===== src/rtl/wb_arbiter_pkg.sv =====
// wb_arbiter_pkg
// Shared CPU constants for the writeback stage: default data and register
// address widths, the register count and the starvation counter width.
// No ports; imported by wb_arbiter and wb_scoreboard.
package wb_arbiter_pkg;

  localparam int DW_DEFAULT   = 32;
  localparam int AW_DEFAULT   = 5;
  localparam int STARVE_CNT_W = 4;

  // Number of architectural registers addressed by an aw-bit index.
  function automatic int reg_count(input int aw);
    return 1 << aw;
  endfunction

  localparam int NUM_REGS = reg_count(AW_DEFAULT);

  typedef logic [STARVE_CNT_W-1:0] starve_cnt_t;

endpackage


===== src/rtl/wb_scoreboard.sv =====
// wb_scoreboard
// Pending-write bit vector, one bit per register. A bit is set when decode
// issues an instruction that will write the register and cleared when the
// writeback commits that register. Two combinational check ports let decode
// detect RAW hazards.
// Ports:
//   clk, rst_n            clock, asynchronous active-low reset
//   set_en, set_addr      mark a register as pending
//   clr_en, clr_addr      retire a pending register
//   chk_addr1/2           registers to test
//   stall1/2              pending bit of chk_addr1/2
module wb_scoreboard
  import wb_arbiter_pkg::*;
#(
  parameter int AW = AW_DEFAULT
) (
  input  logic          clk,
  input  logic          rst_n,
  input  logic          set_en,
  input  logic [AW-1:0] set_addr,
  input  logic          clr_en,
  input  logic [AW-1:0] clr_addr,
  input  logic [AW-1:0] chk_addr1,
  input  logic [AW-1:0] chk_addr2,
  output logic          stall1,
  output logic          stall2
);

  localparam int NREGS = reg_count(AW);

  logic [NREGS-1:0] pend_q, pend_d;

  // Clear is applied before set so that an issue and a commit to the same
  // register on the same edge leave the bit pending.
  always_comb begin
    pend_d = pend_q;
    if (clr_en) pend_d[clr_addr] = 1'b0;
    if (set_en) pend_d[set_addr] = 1'b1;
  end

  always_ff @(posedge clk or negedge rst_n) begin
    if (!rst_n) pend_q <= '0;
    else        pend_q <= pend_d;
  end

  assign stall1 = pend_q[chk_addr1];
  assign stall2 = pend_q[chk_addr2];

endmodule


===== src/rtl/wb_arbiter.sv =====
// wb_arbiter
// Writeback stage in front of the register file. Arbitrates ALU and load
// results onto the single write port (loads have priority, ALU is force-granted
// after STARVE_LIMIT consecutive denials), registers the write and keeps the
// pending-write scoreboard used by decode for RAW hazard stalls.
// Ports:
//   clk, rst_n                          clock, asynchronous active-low reset
//   issue_valid, issue_addr             decode issue marking a pending write
//   alu_valid/ready/addr/data           ALU result handshake
//   mem_valid/ready/addr/data           load result handshake
//   write, write_addr, write_data       registered register-file write
//   chk_addr1/2, stall1/2               hazard check ports
module wb_arbiter
  import wb_arbiter_pkg::*;
#(
  parameter int DW           = DW_DEFAULT,
  parameter int AW           = AW_DEFAULT,
  parameter int STARVE_LIMIT = 4,
  parameter int ZERO_GUARD   = 1
) (
  input  logic          clk,
  input  logic          rst_n,
  input  logic          issue_valid,
  input  logic [AW-1:0] issue_addr,
  input  logic          alu_valid,
  output logic          alu_ready,
  input  logic [AW-1:0] alu_addr,
  input  logic [DW-1:0] alu_data,
  input  logic          mem_valid,
  output logic          mem_ready,
  input  logic [AW-1:0] mem_addr,
  input  logic [DW-1:0] mem_data,
  output logic          write,
  output logic [AW-1:0] write_addr,
  output logic [DW-1:0] write_data,
  input  logic [AW-1:0] chk_addr1,
  input  logic [AW-1:0] chk_addr2,
  output logic          stall1,
  output logic          stall2
);

  starve_cnt_t   starve_q, starve_d;
  logic          write_q, write_d;
  logic [AW-1:0] write_addr_q, write_addr_d;
  logic [DW-1:0] write_data_q, write_data_d;

  logic          force_alu;
  logic          alu_xfer;
  logic          mem_xfer;
  logic [AW-1:0] xfer_addr;
  logic [DW-1:0] xfer_data;
  logic          addr_guarded;
  logic          issue_set;

  // Arbitration and next-state. The two grants are mutually exclusive: when
  // the ALU is forced the load is held off, otherwise the ALU only gets the
  // port when no load is waiting. Writes to r0 still complete the handshake
  // but never reach the register file; the output address/data hold.
  always_comb begin
    force_alu    = (starve_q == starve_cnt_t'(STARVE_LIMIT));
    mem_ready    = !force_alu;
    alu_ready    = force_alu || !mem_valid;
    alu_xfer     = alu_valid && alu_ready;
    mem_xfer     = mem_valid && mem_ready;

    xfer_addr    = mem_xfer ? mem_addr : alu_addr;
    xfer_data    = mem_xfer ? mem_data : alu_data;
    addr_guarded = (ZERO_GUARD != 0) && (xfer_addr == '0);

    write_d      = (alu_xfer || mem_xfer) && !addr_guarded;
    write_addr_d = write_d ? xfer_addr : write_addr_q;
    write_data_d = write_d ? xfer_data : write_data_q;

    // A count can never pass STARVE_LIMIT because reaching it grants the ALU.
    starve_d = starve_q;
    if (!alu_valid || alu_xfer) starve_d = '0;
    else                        starve_d = starve_q + 1'b1;

    issue_set = issue_valid && !((ZERO_GUARD != 0) && (issue_addr == '0));
  end

  always_ff @(posedge clk or negedge rst_n) begin
    if (!rst_n) begin
      starve_q     <= '0;
      write_q      <= 1'b0;
      write_addr_q <= '0;
      write_data_q <= '0;
    end else begin
      starve_q     <= starve_d;
      write_q      <= write_d;
      write_addr_q <= write_addr_d;
      write_data_q <= write_data_d;
    end
  end

  assign write      = write_q;
  assign write_addr = write_addr_q;
  assign write_data = write_data_q;

  // The pending bit clears on the same edge the register file commits.
  wb_scoreboard #(
    .AW(AW)
  ) u_scoreboard (
    .clk      (clk),
    .rst_n    (rst_n),
    .set_en   (issue_set),
    .set_addr (issue_addr),
    .clr_en   (write_q),
    .clr_addr (write_addr_q),
    .chk_addr1(chk_addr1),
    .chk_addr2(chk_addr2),
    .stall1   (stall1),
    .stall2   (stall2)
  );

endmodule


===== config.mk =====
export PLATFORM = sky130hd
export DESIGN_NAME = wb_arbiter
export DESIGN_NICKNAME = d
export VERILOG_FILES = /design/src/rtl/wb_arbiter_pkg.sv /design/src/rtl/wb_scoreboard.sv /design/src/rtl/wb_arbiter.sv
export SDC_FILE = /design/constraint.sdc
export NUM_CORES = 1
export LEC_CHECK = 0
export CAP_MARGIN = 40
export CORE_UTILIZATION = 41
export CTS_CLUSTER_SIZE = 8
export DETAILED_ROUTE_END_ITERATION = 10
export GPL_TIMING_DRIVEN = 1
export PLACE_DENSITY = 0.77
export SYNTH_ARGS = -nofsm -noshare
export SYNTH_HDL_FRONTEND = slang
export SYNTH_SLANG_ARGS = --single-unit

===== constraint.sdc =====
create_clock -name clk -period 2.3 [get_ports clk]
set_input_delay 0.69 -clock clk [delete_from_list [all_inputs] [get_ports clk]]
set_output_delay 0.69 -clock clk [all_outputs]
set_load 0.03 [all_outputs]

After elaboration in Yosys (flattened, before gate mapping)
Index checks and enable logic that the tools add are counted.
{"block": "op_classes", "add_sub_neg": 1, "n_lt_le_gt_ge": 6, "eq_ne": 1, "muxes": 13, "bitwise_logic": 3, "n_reduce_logical": 16}
{"op": "$mux W32", "count": 3}
{"op": "$and A32 B32 Y32", "count": 1}
{"op": "$not A32 Y32", "count": 1}
{"op": "$or A32 B32 Y32", "count": 1}
{"op": "$lt A5 B6 Y1 const B", "count": 4}
{"op": "$bmux W1 S5", "count": 2}
{"op": "$demux W1 S5", "count": 2}
{"op": "$ge A5 B1 Y1 const B", "count": 2}
{"op": "$logic_not A5 Y1", "count": 2}
{"op": "$logic_and A1 B1 Y1", "count": 6}
{"op": "$logic_not A1 Y1", "count": 5}
{"op": "$mux W5", "count": 1}
{"op": "$add A4 B1 Y4 const B", "count": 1}
{"op": "$eq A4 B3 Y1 const B", "count": 1}
{"op": "$mux W1", "count": 4}
{"op": "$mux W4", "count": 1}
{"op": "$logic_or A1 B1 Y1", "count": 3}
{"block": "word_totals", "register_bits": 74, "inputBits": 94, "out_inout_bits": 42, "word_cells": 45}

Depth between registers and ports, before layout
{"block": "logic_depth", "ltp_word": 9, "ltp_mapped": 10, "depth_no_buf": 8}

By module
Synthesis repeated with hierarchy kept, for this count alone.
{"block": "unflattened", "hier_cells": 363, "area_unflattened_um2": 3882.5}
{"module": "wb_scoreboard", "n_inst": 1, "cells_each": 208, "area_each_um2": 1953.1, "seq_area_each_um2": 800.8}
{"module": "wb_arbiter", "n_inst": 1, "cells_each": 155, "area_each_um2": 1929.4, "seq_area_each_um2": 1051.0}

Worst setup path after synthesis
Ideal clock, no wire load.
{"block": "synth_timing", "kind": "input to output", "start": "in chk_addr1[1]", "end": "out stall1", "arrival_time_ns": 1.903, "required_ns": 1.610, "setup_slack_ns": -0.293, "cell_stages": 6, "n_path_buf": 2, "path_cell_list": "buf_2 > buf_2 > mux2i_1 > a221oi_1 > a22oi_1 > nand3_1"}
{"block": "synth_between", "elab_chain_cells": 2}
{"element": "from (decl)", "line_no": "wb_arbiter.sv:36", "rtl": "input logic [AW-1:0] chk_addr1,"}
{"element": "$bmux W1 S5", "line_no": "wb_scoreboard.sv:46", "rtl": "assign stall1 = pend_q[chk_addr1];"}
{"element": "$mux W1 (not written as such)", "line_no": "wb_scoreboard.sv:46"}
{"element": "to (decl)", "line_no": "wb_arbiter.sv:38", "rtl": "output logic stall1,"}
Every way passes these cells. The select of a mux whose other input is x is not followed.

Worst setup path in the final report
{"block": "layout_timing", "start": "in chk_addr2[1]", "end": "out stall2"}
{"block": "layout_between", "elab_chain_cells": 2}
{"element": "from (decl)", "line_no": "wb_arbiter.sv:37", "rtl": "input logic [AW-1:0] chk_addr2,"}
{"element": "$bmux W1 S5", "line_no": "wb_scoreboard.sv:47", "rtl": "assign stall2 = pend_q[chk_addr2];"}
{"element": "$mux W1 (not written as such)", "line_no": "wb_scoreboard.sv:47"}
{"element": "to (decl)", "line_no": "wb_arbiter.sv:39", "rtl": "output logic stall2"}
Every way passes these cells. The select of a mux whose other input is x is not followed.

==> out/qor.yml <==
yosysWarnings: 0
grt_usage_pct: 25.52
critPathMaxStageDelay_ns: 0.29
worst_slack_ns: -0.2644
critPathArrivalTime_ns: 1.87
cp_top_family: "compound AO/OA/AOI/OAI gates"
internal_power_w: 0.002861
grt_first_pass_wirelength_mm: 19.35
netlist_instances: 429
path_cells: "buf_12 -> buf_12 -> mux2i_1 -> a311o_1 -> a221oi_2 -> a22oi_2 -> nand3_4 -> buf_6"
cts_buffers: 9
wl_mm: 11.89
tns_ns: -0.4258
vias: 3933
die_w_um: 98.51
nets: 679
status: "finished with violations"
peakVddDrop_mv: 0.4087
period_needed_ns: 2.564
yosys.cell_types.count: 36
crit_buf_inv: 3
n_fill_cell: 737
via_per_inst: 5.659
dp.cells: 674
synthTopCellsByArea: "dfrtp_1 48%, mux2i_1 8.4%, o21ai_0 8.1%"
antennaDiodeCount: 0
gp_congestion: 0.9199
synth_edf_count: 0
grt-ovfl-total: 0
cp_slowest_cell: "a311o_1"
synth-async-reset-ratio_pct: 100.0
start_util_pct: 43.16
path_class: "input pin to output pin"
worstMarginPinSlew_ns: 0.3914
syn_avg_cell_area_sq_um: 8.901
clk_path_buf_depth: 2
final.period_utilization_pct: 111.5
cpMostUsedCell: "buf_12"
final_hold_viol_count: 0
reg2reg_slack_ns: 0.31
synthFlopType: "dfrtp_1"
synth.most_common_cell: "nand2_1"
antenna_left: 0
syn_nets: 525
drc_errors: 4
p_leak_nw: 2.467
hold_buffers: 0
p_per_area_nw_per_um2: 752.0
fmax_mhz: 390.0
die_y_um: 98.51
rsz0062_at_grt: "yes"
crit_required_ns: 1.61
worst_hold_path_type: "input pin to async pin"
clkSinkCount: 74
port_buffers: 135
io_pins: 136
syn_to_final_growth_pct: 52.10
seqPwrFrac_pct: 44.0
clock_power_share_pct: 24.6
drive_above_1_share_pct: 13.29
synth_top_area_share_pct: 48.49
cp_max_fo: 7
finalNonFillerCells: 695
max_cap_violations: 0
slew_violations: 0
cts_tree: "yes"
synth_top_cell_by_area: "dfrtp_1"
clk_pin_slew_ns: 0.08
cts_root_buf: "clkbuf_8"
ys_top_cells_by_count: "77 x nand2_1, 74 x dfrtp_1, 62 x o21ai_0"
slew_headroom_pct: 73.66
crit_path_start_kind: "input pin"
htreeDepth: 3
ys_ff_latch: 74
fp-row-count: 34
stdcell_area_sq_um: 5808
seq_area_frac_synth_pct: 48.49
antenna_found_initial: 0
comb_power_share_pct: 31.5
firstDrtPassIters: 8
die-area_sq_um: 9704
worst_setup_path_end_kind: "output pin"
switchingPower_w: 0.001506
placed_area_sq_um: 5470
setup-violations-final: 2
dp_hpwl_mm: 8.814
clk_latency_ns: 0.35
violations: "DRC, setup timing"
synth_area_sq_um: 3819
sw_frac_of_total_pct: 34.49
fin_worst_hold_slack_ns: 0.3642
drt_iter0_markers: 209
wl_per_cell_um: 17.10
grt_max_degree: 75
core_area_sq_um: 8848
grt_pass1_vias: 4067
fin_skew_ns: 0.008868
## power by group through the flow
stage	logic (W)	clock network, W	registers [W]
after floorplan	0.000613	0	0.00195
after global placement	0.00127	0	0.00192
after detailed placement	0.00132	0	0.00193
after CTS	0.00136	0.00109	0.00190
after global routing	0.00150	0.00113	0.00195
final	0.00138	0.00107	0.00192
## path summary, 6_finish.rpt
path,start,to,cells after the start
max in group asynchronous,rst_n,write_data[11],2
min,rst_n,write_data[26],2
max reg2reg,starve_q[0],write_data[5],10
min reg2reg,starve_q[0],starve_q[0],1
min in group clk,starve_q[0],starve_q[0],1
max,chk_addr2[1],stall2,8
## through the flow
| stage | worst slack (ns) | utilization [%] | power, W |
|---|---|---|---|
| CTS | -0.2608 | 65.34 | 0.004349 |
| detailed placement | -0.7401 | 61.82 | 0.003243 |
| global placement | -0.6670 | 61.82 | 0.003192 |
| floorplan | -0.1905 | - | 0.002560 |
| global route | -0.3220 | 65.64 | 0.004576 |
| finish | -0.2644 | 65.64 | 0.004367 |
## logic make-up (layout without fill, tap and decap cells)
group                      after synthesis  in the layout  synth area share (%)
and+or+nand+nor                        166            166                 19.30
buffers and inverters                   30            188                 3.342
DFF                                     74             74                 48.49
xor gates and xnor gates                 2              2                0.4588
AOI/OAI and AO/OA                      122            122                 18.77
muxes                                   33             33                 8.978
adders and majority gates                2              2                0.6552
## registers in the layout, summed over array words and instances (netlist names)
signal and count:
starve_q 4, write 1, write_data 32, write_addr 5
u_scoreboard.pend_q 32
## placed cells by master, fill, tap and decap left out, types with 9 or more instances in the layout
master / instances
a31oi_1: 35
clkbuf_8: 9
nand3_1: 15
buf_4: 25
clkdlybuf4s50_1: 119
o21ai_0: 62
dfrtp_1: 74
nand3b_1: 9
mux2i_1: 32
nor2_1: 42
nand2_1: 77
## worst reg2reg max path: cells and delay by family (launching register included)
kind                       cells  cell delay [ns]
buffers and inverters          4             0.52
AOI/OAI and AO/OA              1             0.15
DFF                            1             0.41
and+or+nand+nor                3             0.38
muxes                          1             0.31
adders and majority gates      1             0.14
## layout make-up
type                       count  area [sq um]  area share [%]
clock buffer                   9         123.9           2.133
clock inverter                 6         82.58           1.422
inverter                       7         26.28          0.4524
multi-input combinational    325          1916           32.98
sequential                    74          1852           31.88
tap                          108         135.1           2.327
timing repair buffer         166          1673           28.80
## per-layer routing
layer  GRT usage [%]  wire length [um]
met1           29.24              4558
met2           44.10              5834
met3           6.312              1075
met4           13.78               418
met5               0                 0
## what timing repair did
item	CTS	global route
gates resized for setup	54	6
pin swaps	9	6
setup endpoints to repair	4	3
gates cloned	2	0
setup buffers	2	2
No activity file was read; power rests on OpenSTA's default activity.
==> RTL edit, RTL diff (same settings) <==
Change the package constant `DW_DEFAULT` from 32 to 16.
--- a/src/rtl/wb_arbiter_pkg.sv
+++ b/src/rtl/wb_arbiter_pkg.sv
@@ -4,7 +4,7 @@
 // No ports; imported by wb_arbiter and wb_scoreboard.
 package wb_arbiter_pkg;
 
-  localparam int DW_DEFAULT   = 32;
+  localparam int DW_DEFAULT   = 16;
   localparam int AW_DEFAULT   = 5;
   localparam int STARVE_CNT_W = 4;
 
Interface: changed (resized alu_data, mem_data and write_data); port bits go from 136 to 88. No check against the original RTL was run, so the function may have changed too.
==> RTL edit against the unedited design <==
The flow finishes with violations (negative setup slack); routed wire length fell by 23%; area after synthesis fell by 16%; power fell by 18%; final area fell by 19%; critical path depth did not move; synthesized cell count fell by 19%; sequential cell count fell by 16; setup slack improved by 0.025 ns; critical endpoint is now stall1; largest cell class unchanged.
==> RTL edit: results (changes against the unedited design) <==
Run status
  – Status: finished with violations
  – Failing checks: negative setup slack

Layout
  – Reg with most FFs: u_scoreboard.pend_q
  – Share of post-route cells with drive strength above 1: 17.87% (+4.6 points)
  – Fill count: 604 (-18%)
  – Final #Nets: 530 (-22%)

Setup path
  – Critical Path Source: chk_addr1[1]
  – Worst r2r src: starve_q[0]
  – Reg2Reg Depth: 9 (-1)
  – Reg2reg end: write_data[12]
  – Crit path max fanout: 3 (-4)
  – R2R setup slack: 0.53 ns (+0.22 ns)
  – CP endpoint: stall1
  – Required @ worst endpoint: 1.61 ns (about the same)
  – Slowest cell on crit path: a311o_1

Power and ir drop
  – P_int: 2.328 mW (-19%)
  – Maximum VDD drop: 0.4995 mV (+22%)
  – Combinational group power: 1.12 mW (-19%)
  – Leak pwr: 2.027 nW (-18%)
  – Power Sequential: 1.56 mW (-19%)
  – Final total power: 3.566 mW (-18%)

STA
  – Final setup viols: 2 (unchanged)
  – WHS: 0.3387 ns (-0.02551 ns)
  – Fin Setup TNS: -0.4652 ns (-0.03935 ns)
  – Worst rel slew slack: 75.56% (+1.9 points)
  – Setup Skew: 0.009364 ns (+0.0004962 ns)
  – Post-route setup slack: -0.2395 ns (+0.02490 ns)

Placed design
  – DP Cell Count: 546 (-19%)
  – GPL Wtd Cong: 0.9338 (+1.5%)
  – Port bufs: 87 (-36%)
  – Post-Place Cell Area: 4393 sq um (-20%)
  – Setup WS pre-CTS: -0.6634 ns (+0.07673 ns)
  – Detailed Place HPWL: 6.738 mm (-24%)

Clock tree
  – Deepest clock path buffer count: 2 (unchanged)
  – CTS Buf Count: 9 (unchanged)
  – Post-CTS setup repair buffer count: 4 (+2)
  – Clk slew on worst S/H paths: 0.06 ns (-0.02 ns)
  – CTS resizes: 44 (-19%)

Drt
  – Detailed Route WL: 9.164 mm (-23%)
  – Wire per inst: 16.11 um (-5.8%)
  – DRT Pass-1 Iters: 4 (-4)
  – DR vias: 3100 (-21%)
  – DRT iter0 DRCs: 337 (+61%)

Logic synthesis
  – Synth top cells by count: o21ai_0 (60), dfrtp_1 (58), nand2_1 (42)
  – Mean Syn Cell Area: 9.220 sq um (+3.6%)
  – Syn nets: 411 (-22%)
  – Synth area leaders: dfrtp_1 (45%), mux2i_1 (11%), o21ai_0 (9.4%), nand2_1 (4.9%), nor2_1 (3.3%)
  – Sequential share of the synthesized area: 45.37% (-3.1 points)
  – Share of the synthesized area in the top cell type: 45.37% (-3.1 points)
  – Post-synth cell types: 40 (+11%)

GRT
  – First-pass GRT wire length: 15.29 mm (-21%)
  – Vias in the first global route: 3209 (-21%)
  – Pin count of the biggest net entering global routing: 59 (-21%)
  – Initial antenna violation count: 0 (unchanged)
  – Total track usage: 23.88% (-1.6 points)

Min path
  – Class of the worst hold path: in2async
==> RTL edit: cell families after synthesis <==
family / after synthesis / synth area share (%)
flops: 58 / 45.37
simple gates: 119 / 17.60
compound gates: 106 / 19.67
buf+inv: 24 / 4.380
mux: 36 / 11.65
xor+xnor: 2 / 0.5476
fa+ha+maj: 2 / 0.7820
==> RTL edit: routing by layer <==
metal	vias up	share of wire [%]	global-route usage (%)
met4	0	2.3	10.48
li1	1497	-	-
met1	1432	42	28.93
met5	-	0	0
met2	153	48	38.36
met3	18	7.7	8.418
==> RTL edit: cell type report <==
type | count | area [sq um] | area share, %
tap | 99 | 123.9 | 2.633
clock inverter | 2 | 10.01 | 0.2128
timing repair buffer | 125 | 1211 | 25.74
multi-input combinational | 265 | 1700 | 36.14
sequential | 58 | 1451 | 30.85
inverter | 7 | 28.78 | 0.6117
clock buffer | 13 | 178.9 | 3.803
